==> src/rtl/pixel_scan_pkg.sv <==
// pixel_scan_pkg: shared types and default image bounds for the pixel scan generator.
package pixel_scan_pkg;
  localparam int X_MAX_DEF = 640;
  localparam int Y_MAX_DEF = 480;
  typedef enum logic [1:0] {IDLE, SCAN, FLUSH} scan_state_t;
  typedef enum logic [1:0] {DIR_RIGHT = 2'b00, DIR_LEFT = 2'b01, DIR_DOWN = 2'b10, DIR_NONE = 2'b11} dir_t;
endpackage

==> src/rtl/pixel_scan_gen_if.sv <==
// pixel_scan_gen_if: coordinate stream between the scan generator (master) and its consumer (slave).
// Signals: out_ready (consumer accepts), out_valid, curr_x, curr_y, row_end, last, next_dir.
interface pixel_scan_gen_if import pixel_scan_pkg::*; #(
  parameter int X_MAX = X_MAX_DEF,
  parameter int Y_MAX = Y_MAX_DEF
);
  localparam int XW = $clog2(X_MAX);
  localparam int YW = $clog2(Y_MAX);
  logic          out_ready;
  logic          out_valid;
  logic [XW-1:0] curr_x;
  logic [YW-1:0] curr_y;
  logic          row_end;
  logic          last;
  logic [1:0]    next_dir;
  modport master (input out_ready, output out_valid, curr_x, curr_y, row_end, last, next_dir);
  modport slave (output out_ready, input out_valid, curr_x, curr_y, row_end, last, next_dir);
endinterface

==> src/rtl/pixel_axis_step.sv <==
// pixel_axis_step: one axis stride step, up or down, with an end flag computed one bit wider than the
// coordinate so neither a sum past the top of the range nor a difference below zero can wrap.
// Ports: cur_i current coordinate, step_i stride, lo_i/hi_i inclusive bounds, down_i direction,
//        nxt_o stepped coordinate, end_o the step would leave [lo_i, hi_i].
module pixel_axis_step #(
  parameter int W  = 10,
  parameter int SW = 4
) (
  input  logic [W-1:0]  cur_i,
  input  logic [SW-1:0] step_i,
  input  logic [W-1:0]  lo_i,
  input  logic [W-1:0]  hi_i,
  input  logic          down_i,
  output logic [W-1:0]  nxt_o,
  output logic          end_o
);
  logic [W:0] stp, sum, dif;
  assign stp   = {{(W+1-SW){1'b0}}, step_i};
  assign sum   = {1'b0, cur_i} + stp;
  assign dif   = {1'b0, cur_i} - stp;
  assign nxt_o = down_i ? dif[W-1:0] : sum[W-1:0];
  assign end_o = down_i ? (dif[W] || dif[W-1:0] < lo_i) : (sum > {1'b0, hi_i});
endmodule

==> src/rtl/pixel_scan_gen.sv <==
// pixel_scan_gen: raster/serpentine ROI coordinate generator with stride and valid/ready output.
// Ports: clk, rst (async active-high); start, snake, abort; x_start/x_end, y_start/y_end,
//        x_step/y_step (ROI and stride, latched on start); busy, done; bus (coordinate stream master).
// Optional feature: PIXEL_SCAN_ABORT_EN makes abort end a scan early with a done pulse.
module pixel_scan_gen import pixel_scan_pkg::*; #(
  parameter int X_MAX  = X_MAX_DEF,
  parameter int Y_MAX  = Y_MAX_DEF,
  parameter int STEP_W = 4,
  localparam int XW = $clog2(X_MAX),
  localparam int YW = $clog2(Y_MAX)
) (
  input  logic              clk,
  input  logic              rst,
  input  logic              start,
  input  logic              snake,
  input  logic              abort,
  input  logic [XW-1:0]     x_start,
  input  logic [XW-1:0]     x_end,
  input  logic [YW-1:0]     y_start,
  input  logic [YW-1:0]     y_end,
  input  logic [STEP_W-1:0] x_step,
  input  logic [STEP_W-1:0] y_step,
  output logic              busy,
  output logic              done,
  pixel_scan_gen_if.master  bus
);
  scan_state_t       state_q;
  logic [XW-1:0]     cx_q, xs_q, xe_q, x_last_q, x_nxt;
  logic [YW-1:0]     cy_q, ys_q, ye_q, y_nxt;
  logic [STEP_W-1:0] sx_q, sy_q;
  logic              snake_q, rev_q, valid_q, x_at_end, y_at_end, fire, row_end, last, first_row, stop;
  dir_t              dir;
  pixel_axis_step #(.W(XW), .SW(STEP_W)) u_x (
    .cur_i(cx_q), .step_i(sx_q), .lo_i(xs_q), .hi_i(xe_q), .down_i(rev_q), .nxt_o(x_nxt), .end_o(x_at_end)
  );
  pixel_axis_step #(.W(YW), .SW(STEP_W)) u_y (
    .cur_i(cy_q), .step_i(sy_q), .lo_i(ys_q), .hi_i(ye_q), .down_i(1'b0), .nxt_o(y_nxt), .end_o(y_at_end)
  );
`ifdef PIXEL_SCAN_ABORT_EN
  assign stop = abort;
`else
  logic unused_abort;
  assign unused_abort = abort;
  assign stop = 1'b0;
`endif
  // Flags derive only from registered state, so they hold steady while the consumer stalls.
  assign first_row     = cy_q == ys_q;
  assign fire          = valid_q && bus.out_ready;
  assign row_end       = valid_q && x_at_end;
  assign last          = row_end && y_at_end;
  assign dir           = (!valid_q || last) ? DIR_NONE : row_end ? DIR_DOWN : rev_q ? DIR_LEFT : DIR_RIGHT;
  assign bus.out_valid = valid_q;
  assign bus.curr_x    = cx_q;
  assign bus.curr_y    = cy_q;
  assign bus.row_end   = row_end;
  assign bus.last      = last;
  assign bus.next_dir  = dir;
  always_ff @(posedge clk or posedge rst) begin
    if (rst) begin
      state_q  <= IDLE;
      valid_q  <= 1'b0;
      busy     <= 1'b0;
      done     <= 1'b0;
      cx_q     <= '0;
      cy_q     <= '0;
      x_last_q <= '0;
      xs_q     <= '0;
      xe_q     <= '0;
      ys_q     <= '0;
      ye_q     <= '0;
      sx_q     <= '0;
      sy_q     <= '0;
      snake_q  <= 1'b0;
      rev_q    <= 1'b0;
    end else begin
      case (state_q)
        IDLE: begin
          done <= 1'b0;
          if (start) begin
            xs_q    <= x_start;
            xe_q    <= x_end < x_start ? x_start : x_end;
            ys_q    <= y_start;
            ye_q    <= y_end < y_start ? y_start : y_end;
            sx_q    <= x_step | STEP_W'(x_step == '0);
            sy_q    <= y_step | STEP_W'(y_step == '0);
            snake_q <= snake;
            rev_q   <= 1'b0;
            cx_q    <= x_start;
            cy_q    <= y_start;
            valid_q <= 1'b1;
            busy    <= 1'b1;
            state_q <= SCAN;
          end
        end
        SCAN: begin
          if (stop || (fire && x_at_end && y_at_end)) begin
            valid_q <= 1'b0;
            done    <= 1'b1;
            state_q <= FLUSH;
          end else if (fire && !x_at_end) begin
            cx_q <= x_nxt;
          end else if (fire) begin
            cy_q  <= y_nxt;
            rev_q <= snake_q && !rev_q;
            if (!snake_q || rev_q) cx_q <= xs_q;
            else begin
              // Forward rows all stop on the same x, so the first row's end is kept as the turn point.
              x_last_q <= first_row ? cx_q : x_last_q;
              cx_q     <= first_row ? cx_q : x_last_q;
            end
          end
        end
        FLUSH: begin
          done    <= 1'b0;
          busy    <= 1'b0;
          state_q <= IDLE;
        end
        default: state_q <= IDLE;
      endcase
    end
  end
endmodule

==> src/flat_wrapper.sv <==
// flat-port wrapper written by rule: the top's interface ports become plain ports
module pixel_scan_gen_flat import pixel_scan_pkg::*;
#(
  parameter int X_MAX  = X_MAX_DEF,
  parameter int Y_MAX  = Y_MAX_DEF,
  parameter int STEP_W = 4,
  localparam int XW = $clog2(X_MAX),
  localparam int YW = $clog2(Y_MAX)
)
  (clk, rst, start, snake, abort, x_start, x_end, y_start, y_end, x_step, y_step, busy, done, bus_out_ready, bus_out_valid, bus_curr_x, bus_curr_y, bus_row_end, bus_last, bus_next_dir);
  pixel_scan_gen_if #(.X_MAX(X_MAX), .Y_MAX(Y_MAX)) bus_i ();
  input  logic clk;
  input  logic rst;
  input  logic start;
  input  logic snake;
  input  logic abort;
  input  logic [XW-1:0] x_start;
  input  logic [XW-1:0] x_end;
  input  logic [YW-1:0] y_start;
  input  logic [YW-1:0] y_end;
  input  logic [STEP_W-1:0] x_step;
  input  logic [STEP_W-1:0] y_step;
  output logic busy;
  output logic done;
  input wire logic [$bits(bus_i.out_ready)-1:0] bus_out_ready;
  output wire logic [$bits(bus_i.out_valid)-1:0] bus_out_valid;
  output wire logic [$bits(bus_i.curr_x)-1:0] bus_curr_x;
  output wire logic [$bits(bus_i.curr_y)-1:0] bus_curr_y;
  output wire logic [$bits(bus_i.row_end)-1:0] bus_row_end;
  output wire logic [$bits(bus_i.last)-1:0] bus_last;
  output wire logic [$bits(bus_i.next_dir)-1:0] bus_next_dir;
  assign bus_i.out_ready = bus_out_ready;
  assign bus_out_valid = bus_i.out_valid;
  assign bus_curr_x = bus_i.curr_x;
  assign bus_curr_y = bus_i.curr_y;
  assign bus_row_end = bus_i.row_end;
  assign bus_last = bus_i.last;
  assign bus_next_dir = bus_i.next_dir;
  pixel_scan_gen #(.X_MAX(X_MAX), .Y_MAX(Y_MAX), .STEP_W(STEP_W)) u_core (.clk(clk), .rst(rst), .start(start), .snake(snake), .abort(abort), .x_start(x_start), .x_end(x_end), .y_start(y_start), .y_end(y_end), .x_step(x_step), .y_step(y_step), .busy(busy), .done(done), .bus(bus_i));
endmodule
==> config.mk <==
export PLATFORM = sky130hd
export DESIGN_NAME = pixel_scan_gen_flat
export DESIGN_NICKNAME = d
export VERILOG_FILES = /design/src/rtl/pixel_scan_pkg.sv /design/src/rtl/pixel_scan_gen_if.sv /design/src/rtl/pixel_axis_step.sv /design/src/rtl/pixel_scan_gen.sv /design/src/flat_wrapper.sv
export SDC_FILE = /design/constraint.sdc
export NUM_CORES = 1
export LEC_CHECK = 0
export CAP_MARGIN = 10
export CORE_MARGIN = 2
export CORE_UTILIZATION = 30
export DETAILED_ROUTE_END_ITERATION = 8
export SYNTH_ARGS = -nofsm -noshare
export SYNTH_HDL_FRONTEND = slang
export SYNTH_HIERARCHICAL = 1
export SYNTH_SLANG_ARGS = --single-unit
==> constraint.sdc <==
create_clock -name clk -period 5.9 [get_ports clk]
set_clock_uncertainty 0.15 [all_clocks]
set_input_delay 0.59 -clock clk [delete_from_list [all_inputs] [get_ports clk]]
set_output_delay 0.59 -clock clk [all_outputs]
set_load 0.005 [all_outputs]
; Yosys cells after proc, flatten, opt, wreduce, memory -nomap -nowiden
; Cells that the tools add are included.
[classes]
n_mux = 33
n_addsub = 3
eq_ne = 9
n_lt_le_gt_ge = 5
bitwise = 5
reduce_logical = 29
[op_table]
columns = op, count
row1 = 10-bit two-way mux, 8
row2 = 9-bit two-way mux, 5
row3 = 10-bit < comparator, 2
row4 = 10-bit case mux with 2 select lines, 1
row5 = 9-bit case mux with 2 select lines, 1
row6 = 10-bit by 4-bit adder with 11-bit output, 1
row7 = 11-bit by 10-bit greater-than comparator with 1-bit output, 1
row8 = 10-bit by 4-bit subtractor with 11-bit output, 1
row9 = 9-bit by 4-bit adder with 10-bit output, 1
row10 = 10-bit by 9-bit greater-than comparator with 1-bit output, 1
row11 = 5-bit AND reduction, 2
row12 = 9-bit == test, 1
row13 = 9-bit < comparator, 1
row14 = 1-bit two-way mux, 9
row15 = 4-bit zero test, 2
row16 = 2-bit two-way mux, 4
row17 = 4-bit by 1-bit bitwise OR with 4-bit output, 2
row18 = 1-bit case mux with 2 select lines, 4
row19 = 2-bit AND reduction, 4
row20 = 1-bit logical AND, 7
row21 = 2-bit inequality test (second input constant), 3
row22 = 2-bit nonzero test, 3
row23 = 1-bit zero test, 4
row24 = 2-bit by 1-bit inequality test with 1-bit output (second input constant), 2
row25 = 10 further kinds, 14
[totals]
inputBits = 52
ff_bits = 82
output_inout_bits = 26

; Depth between registers and ports, before layout
; Gate-level depths: netlist of run 1.
[logic_depth]
ltp_word = 9
ltp_mapped = 20
ltp_nobuf = 19

; Cells and area by module
; Netlist of run 1, hierarchy kept.
[modules_own_cells]
columns = mod, cells_per_inst, n_inst, area_each_um2
row1 = pixel_scan_gen, 475, 1, 4361.7
row2 = pixel_axis_step at u_core.u_x, 161, 1, 1184.9
row3 = pixel_axis_step at u_core.u_y, 147, 1, 1078.5

; Worst setup path after synthesis of run 1
; OpenSTA, ideal clock, no wires.
[synth_path]
path_type = register -> register
startpoint = reg u_core.cx_q[0], in the netlist u_core/bus.curr_x[0]
endpoint = reg u_core.cx_q[0], in the netlist u_core/bus.curr_x[0]
path_stages_with_launch = 19
setup_time_ps = 128
synth_period_minus_slack_ps = 4027
path_slack_ps = 1873
required_time_ps = 5622
path_buffers = 1
arrival_ps = 3749
path_cell_list = dfrtp_1 ha_1 inv_1 fa_1 nor2_1 o311a_1 nand2_1 xnor2_1 ha_1 nand3_1 o311a_1 o22ai_1 a2bb2oi_1 and2_1 o21a_1 buf_6 a221o_1 nor4_1 nor3_1
[synth_via]
elab_chain_len = 9
[synth_lines]
columns = item, line_no
row1 = "start, declared", pixel_scan_gen.sv:28  ; logic [XW-1:0] cx_q, xs_q, xe_q, x_last_q, x_nxt;
row2 = "start signal, assigned", pixel_scan_gen.sv:88  ; cx_q <= x_start;
row3 = "start signal, assigned", pixel_scan_gen.sv:101  ; cx_q <= x_nxt;
row4 = "start signal, assigned", pixel_scan_gen.sv:105  ; if (!snake_q || rev_q) cx_q <= xs_q;
row5 = 10-bit by 4-bit subtractor with 11-bit output, pixel_axis_step.sv:20  ; assign dif = {1'b0, cur_i} - stp;
row6 = 10-bit < comparator, pixel_axis_step.sv:22  ; assign end_o = down_i ? (dif[W] || dif[W-1:0] < lo_i) : (sum > {1'b0, hi_i});
row7 = 1-bit logical OR, pixel_axis_step.sv:22
row8 = 1-bit two-way mux (*), pixel_axis_step.sv:22
row9 = named net u_core.x_at_end, pixel_scan_gen.sv:31  ; logic snake_q, rev_q, valid_q, x_at_end, y_at_end, fire, row_end, last, first_row, stop;
row10 = 1-bit zero test, pixel_scan_gen.sv:100  ; end else if (fire && !x_at_end) begin
row11 = 1-bit logical AND, pixel_scan_gen.sv:100
row12 = 10-bit two-way mux, pixel_scan_gen.sv:100
row13 = 10-bit two-way mux, pixel_scan_gen.sv:96  ; if (stop || (fire && x_at_end && y_at_end)) begin
row14 = 10-bit case mux with 2 select lines, pixel_scan_gen.sv:76  ; case (state_q)
; The timed path passes the listed nets; every way through them passes the cells marked *. The select of a mux whose other input is x is not followed.
; A chain may end at the register's enable or synchronous reset.

; Worst setup path after layout of run 1
[layout_path]
startpoint = reg u_core.cy_q[2], in the netlist u_core/bus.curr_y[2]
endpoint = out bus_next_dir[0]
[layout_via]
elab_chain_len = 5
[layout_lines]
columns = item, line_no
row1 = "start, declared", pixel_scan_gen.sv:29  ; logic [YW-1:0] cy_q, ys_q, ye_q, y_nxt;
row2 = "start signal, assigned", pixel_scan_gen.sv:89  ; cy_q <= y_start;
row3 = "start signal, assigned", pixel_scan_gen.sv:103  ; cy_q <= y_nxt;
row4 = 9-bit by 4-bit adder with 10-bit output, pixel_axis_step.sv:19  ; assign sum = {1'b0, cur_i} + stp;
row5 = 10-bit by 9-bit greater-than comparator with 1-bit output, pixel_axis_step.sv:22
row6 = named net u_core.y_at_end, pixel_scan_gen.sv:31
row7 = 1-bit logical AND, pixel_scan_gen.sv:50  ; assign last = row_end && y_at_end;
row8 = 1-bit logical OR, pixel_scan_gen.sv:51  ; assign dir = (!valid_q || last) ? DIR_NONE : row_end ? DIR_DOWN : rev_q ? DIR_LEFT : DIR_RIGHT;
row9 = 2-bit two-way mux, pixel_scan_gen.sv:51
row10 = "end, declared", flat_wrapper.sv:31  ; output wire logic [$bits(bus_i.next_dir)-1:0] bus_next_dir;
; The timed path passes the listed nets, and every way through them passes these cells.

==> results of run 1 <==
[cell usage in the layout (no fill, tap or decap), drive strengths merged, types with 3 or more instances in the layout]
cell,n
clkbuf,10
ha,69
xor2,23
mux2i,4
a21o,14
a221oi,11
o211ai,4
a21oi,41
o21ai,45
a221o,10
fa,4
a211oi,8
nor2b,6
inv,79
o21a,16
or2,4
nand2b,10
nand2,80
mux2,18
nand3,7
nor3,19
xnor2,21
nand4,6
a31oi,13
and2,3
nor2,68
dfrtp,82
buf,8
o221ai,12
clkinv,4
clkdlybuf4s50,76
and3,5
nor4,34
[report_power, final]
group | switching (mW) | leakage [nW] | internal (mW)
Combinational | 1.55 | 2.49 | 1.31
Sequential | 0.304 | 1.03 | 0.785
Clock | 0.236 | 0.138 | 0.325
[final timing paths]
| path | to | slack [ns] |
|---|---|---|
| max in group asynchronous | u_core/xs_q[4] | 4.03 |
| max | bus_next_dir[0] | 0.77 |
| min | u_core/done | 0.35 |
| max reg2reg | u_core/bus.curr_x[0] | 1.07 |
| min in group asynchronous | u_core/sx_q[2] | 0.51 |
| min reg2reg | u_core/done | 0.35 |
[critical path, stage by stage, from the launching register on]
cell             delay, ns
dfrtp_1               0.47
ha_1                  0.42
nand2b_1              0.18
a21oi_1               0.27
o211ai_1              0.15
xnor2_1               0.33
ha_1                  0.31
nand4_1               0.12
a21oi_1               0.05
o41ai_1               0.42
a32oi_1               0.31
and2_1                0.27
a21oi_1               0.13
nand2_1               0.12
clkdlybuf4s50_1       0.48
[cell families after synthesis]
kind of cell               Yosys count  synth area share, %
adders and majority gates           73                14.24
DFF                                 82                30.97
AOI/OAI and AO/OA                  193                19.74
other                                1              0.05660
and+or+nand+nor                    252                18.47
buffers and inverters              116                7.044
muxes                               22                3.664
xor gates and xnor gates            44                5.817
[state kept, by name (all words and copies together) (netlist names), 2 cells and up]
name	flops
u_core/sx_q	4
u_core/ye_q	9
u_core/sy_q	4
u_core/xe_q	10
u_core/state_q	2
u_core/x_last_q	10
u_core/xs_q	10
u_core/bus.curr_y	9
u_core/bus.curr_x	10
u_core/ys_q	9
[metal layers]
metal | GRT usage [%] | up-vias | share of wire [%]
met1 | 24.78 | 2774 | 52
met2 | 22.29 | 168 | 41
met4 | 4.982 | 0 | 1.1
met5 | 0 | - | 0
li1 | - | 2900 | -
met3 | 2.929 | 14 | 5.5
[final cells by class]
type	count	area share (%)
timing repair buffer	84	10.36
clock buffer	10	2.891
inverter	80	3.807
multi-input combinational	585	51.90
clock inverter	5	0.7108
tap	280	4.423
sequential	82	25.90
[through the flow]
stage,total power [mW],cells
2_1_floorplan,3.090,783
3_3_place_gp,3.893,1111
3_5_place_dp,3.924,1111
4_1_cts,4.511,1126
5_1_grt,4.973,1126
6_report,4.516,1126
==> results.sh, run 1 <==
export IMPL_hold_start="u_core/done"
export IMPL_arrival_ns=4.39
export IMPL_postCtsSetupBuffers=0
export IMPL_antenna_found_initial=0
export IMPL_critPathCaptureType="output pin"
export IMPL_drive_above_1_share_pct=6.619
export IMPL_reg2reg_depth=15
export IMPL_path_class="reg -> out"
export IMPL_clock_path_buffers=2
export IMPL_hold_slack_ns=0.3544
export IMPL_synthTopCellsByArea="dfrtp_1 (31%), ha_1 (13%), inv_1 (4.5%)"
export IMPL_holdPathStages=2
export IMPL_diodes=0
export IMPL_cts_buffers_inserted=9
export IMPL_rsz0062_at_grt="no"
export IMPL_utilization_pct=36.41
export IMPL_syn_inst=783
export IMPL_final_area_sq_um=7921
export IMPL_track_usage_pct=16.02
export IMPL_wl_um=18620
export IMPL_cts_hold_fix_buffers=0
export IMPL_critical_path_startpoint="u_core/bus.curr_y[2]"
export IMPL_power_density_nw_per_um2=570.1
export IMPL_hpwl_um=13780
export IMPL_nets=967
export IMPL_route_vias_total=5856
export IMPL_die_area_sq_um=23290
export IMPL_multiInputGateArea_sq_um=4111
export IMPL_synth_area_leader_cell="dfrtp_1"
export IMPL_die_width_um=152.6
export IMPL_syn_area_per_cell_sq_um=8.461
export IMPL_path_max_fanout=6
export IMPL_io_pins=78
export IMPL_clock_sinks=82
export IMPL_post_place_ws_ns=1.239
export IMPL_tritoncts="yes"
export IMPL_place_congestion=0.8958
export IMPL_fmax_mhz=194.9
export IMPL_relSlewSlack_pct=40.09
export IMPL_p_leak_nw=3.659
export IMPL_tns_ns=0
export IMPL_grt_pass1_vias=5560
export IMPL_clockRootBuffer="clkbuf_16"
export IMPL_grt_first_pass_wirelength_um=30400
export IMPL_drt_iter0_drc=423
export IMPL_drc=0
export IMPL_register_area_sq_um=2052
export IMPL_synth_distinct_cells=64
export IMPL_drv_slew=0
export IMPL_grt_overflow_total=0
export IMPL_n_fill_cell=2258
export IMPL_yosys_warnings=6
export IMPL_outcome="completed"
export IMPL_hold_viol=0
export IMPL_synth_edf_count=0
export IMPL_fp_dieH_um=152.6
export IMPL_core_sq_um=21760
export IMPL_clk_latency_ns=0.35
export IMPL_grt_max_degree=49
export IMPL_ys_seq_area_share_pct=30.97
export IMPL_synth_nets=908
export IMPL_cts_resized=0
export IMPL_synthToLayoutAreaGrowth_pct=19.57
export IMPL_reg2reg_from="u_core/bus.curr_y[2]"
export IMPL_synth_flop_cell="dfrtp_1"
export IMPL_start_util_pct=30.45
export IMPL_netlist_area_sq_um=6625
export IMPL_async_flop_share_pct=100.0
export IMPL_vias_per_cell=5.201
export IMPL_fin_crit_sh_pct=86.95
export IMPL_worst_ep_required_time_ns=5.16
export IMPL_ys_top_cells_by_count="dfrtp_1 (82), inv_1 (80), nand2_1 (80)"
export IMPL_vdd_ir_drop_max_mv=0.1978
export IMPL_postLayoutSetupSlackWorst_ns=0.7701
export IMPL_final_min_clock_period_ns=5.130
export IMPL_clkTransAtPathRegs_ns=0.06
export IMPL_yosysMostFrequentCell="dfrtp_1"
export IMPL_port_buffers=76
export IMPL_maxCapViolations=0
export IMPL_first_pass_iters=5
export IMPL_hold_path_class="reg -> reg"
export IMPL_placed_area_sq_um=7636
export IMPL_max_slew_worst_pin_slew_ns=0.8953
export IMPL_cts_max_level=3
export IMPL_ys_seq_elements=82
export IMPL_row_count=54
export IMPL_postRouteAntennaNets=0
export IMPL_wl_per_cell_um=16.53
export IMPL_yosysTopAreaCellShare_pct=30.97
export IMPL_start_kind="register"
export IMPL_setup_viol_count_final=0
(Power assumes the default switching activity.)
==> run 2: changes to the inputs <==
CAP_MARGIN = 20   (was 10)
CORE_MARGIN = 10   (was 2)
HOLD_SLACK_MARGIN = 0.06   (was unset)
==> run 2 against run 1 <==
Against the previous run: critical path depth is 2 higher; non-clock buffer count is 1 lower; first-iteration DRC count is 68% higher; power is 0.87% higher; sequential power hardly changed; design area is 0.24% higher; sequential cell count stayed put; largest power group unchanged; final cell count is 0.18% lower; via count is 0.34% lower.
==> results.sh, run 2 (synthesis gave the netlist of run 1 again) <==
export IMPL_grt_overflow_total=0
export IMPL_grt_pass1_vias=5705
export IMPL_grt_max_degree=51
export IMPL_route_vias_total=5836
export IMPL_antenna_found_initial=0
export IMPL_vdd_ir_drop_max_mv=0.2908
export IMPL_arrival_ns=4.59
export IMPL_critPathMaxStageDelay_ns=0.58
export IMPL_outcome="completed"
export IMPL_cts_max_level=3
export IMPL_clockRootBuffer="clkbuf_16"
export IMPL_postRouteAntennaNets=0
export IMPL_utilization_pct=36.50
export IMPL_power_density_nw_per_um2=573.7
export IMPL_reg2reg_from="u_core/bus.curr_x[0]"
export IMPL_maxCapViolations=0
export IMPL_relSlewSlack_pct=37.74
export IMPL_rsz0062_at_grt="no"
export IMPL_place_congestion=0.8816
export IMPL_port_buffers=76
export IMPL_row_count=54
export IMPL_crit_slowest_cell="a2bb2oi_1"
export IMPL_start_util_pct=30.45
export IMPL_path_max_fanout=7
export IMPL_core_sq_um=21760
export IMPL_min_delay_worst_endpoint="u_core/x_last_q[0]"
export IMPL_io_pins=78
export IMPL_cp_top_family="compound AO/OA/AOI/OAI gates"
export IMPL_diodes=0
export IMPL_synthToLayoutAreaGrowth_pct=19.85
export IMPL_final_cell_mix="dfrtp_1 (82), nand2_1 (80), inv_1 (79)"
export IMPL_regToRegEndpoint="u_core/x_last_q[1]"
export IMPL_hold_slack_ns=0.3562
export IMPL_clock_path_buffers=2
export IMPL_max_slew_worst_pin_slew_ns=0.9339
export IMPL_cts_hold_fix_buffers=0
export IMPL_drt_iter0_drc=710
export IMPL_critPathCaptureType="output pin"
export IMPL_final_min_clock_period_ns=5.332
export IMPL_clkTransAtPathRegs_ns=0.06
export IMPL_drive_above_1_share_pct=6.398
export IMPL_wl_per_cell_um=17.01
export IMPL_n_fill_cell=2208
export IMPL_grt_first_pass_wirelength_um=31130
export IMPL_holdPathStages=1
export IMPL_die_width_um=168.6
export IMPL_final_common_cell="dfrtp_1"
export IMPL_clk_latency_ns=0.34
export IMPL_wl_um=19120
export IMPL_vias_per_cell=5.192
export IMPL_worst_ep_required_time_ns=5.16
export IMPL_drv_slew=0
export IMPL_hold_viol=0
export IMPL_first_pass_iters=5
export IMPL_drc=0
export IMPL_tritoncts="yes"
export IMPL_path_class="reg -> out"
export IMPL_tns_ns=0
export IMPL_fp_dieH_um=168.6
export IMPL_start_kind="register"
export IMPL_die_area_sq_um=28430
export IMPL_fin_crit_sh_pct=90.38
export IMPL_postCtsSetupBuffers=0
export IMPL_fmax_mhz=187.5
export IMPL_clock_sinks=82
export IMPL_p_leak_nw=3.668
export IMPL_cts_resized=0
export IMPL_track_usage_pct=13.36
export IMPL_hold_path_class="reg -> reg"
export IMPL_path_cells="ha_1 > inv_1 > fa_1 > nor2_1 > o311a_1 > nand2_1 > xnor2_1 > ha_1 > nand3_1 > a211oi_1 > o22ai_1 > a2bb2oi_1 > and2_1 > a21oi_1 > nand2_1 > clkdlybuf4s50_1"
export IMPL_nets=966
export IMPL_hold_start="u_core/x_last_q[0]"
export IMPL_setup_viol_count_final=0
export IMPL_cts_buffers_inserted=9
export IMPL_critical_path_startpoint="u_core/bus.curr_x[0]"
export IMPL_reg2reg_slack_ns=0.99
export IMPL_hpwl_um=14370
export IMPL_critPathBufInv=2
export IMPL_reg2reg_depth=16
run 2: metal layers:
| layer | vias to the layer above | GRT usage, % | wire (um) |
|---|---|---|---|
| met1 | 2753 | 19.02 | 9625 |
| met2 | 159 | 19.59 | 8144 |
| met4 | 0 | 3.936 | 223 |
| met5 | - | 0 | 0 |
| met3 | 16 | 2.964 | 1124 |
| li1 | 2908 | - | - |
run 2: how the worst max path moves through the flow:
stage                                 endpoint  slack [ns]  cells after the start
after floorplan           u_core/bus.curr_x[0]        1.87                     18
after global placement         bus_next_dir[0]        0.99                     17
after detailed placement       bus_next_dir[0]        0.98                     15
after CTS                      bus_next_dir[0]        0.57                     16
after global routing           bus_next_dir[0]        0.29                     15
final                          bus_next_dir[0]        0.57                     16
run 2: power by group:
group | internal [mW] | total, mW | switching [mW]
clock | 0.377 | 0.602 | 0.225
sequential | 0.785 | 1.09 | 0.301
combinational | 1.31 | 2.87 | 1.56
run 2: worst register-to-register path, cell delays in order (launching register included):
cell       delay [ns]
dfrtp_1          0.45
ha_1             0.22
inv_1            0.06
fa_1             0.39
nor2_1           0.18
o311a_1          0.26
nand2_1          0.11
xnor2_1          0.19
ha_1             0.33
nand3_1          0.12
a211oi_1         0.25
o22ai_1          0.13
a2bb2oi_1        0.58
inv_1            0.13
nor3_1           0.28
nand3_1          0.51
mux2_2           0.46
run 2: area by class of cell:
type / instances / area [sq um] / area share (%)
Clock buffer: 11 / 242.7 / 3.057
Tap cell: 280 / 350.3 / 4.412
Inverter: 80 / 301.5 / 3.798
Sequential cell: 82 / 2052 / 25.84
Timing Repair Buffer: 83 / 817.0 / 10.29
Clock inverter: 3 / 65.06 / 0.8194
Multi-Input combinational cell: 585 / 4111 / 51.78
run 2: metrics by stage:
step                cells  setup slack [ns]  area (sq um)  total power [mW]
floorplan             783             1.873          6625             3.090
global placement     1109            0.9943          7621             3.885
detailed placement   1110            0.9816          7632             3.930
CTS                  1124            0.5670          7940             4.570
global route         1124            0.2894          7940             5.013
finish               1124            0.5675          7940             4.555
==> run 3: changes to the inputs <==
CTS_CLUSTER_SIZE = 40   (was unset)
==> results of run 3 <==
Final layout, timing and power as in run 2 (identical DEF).
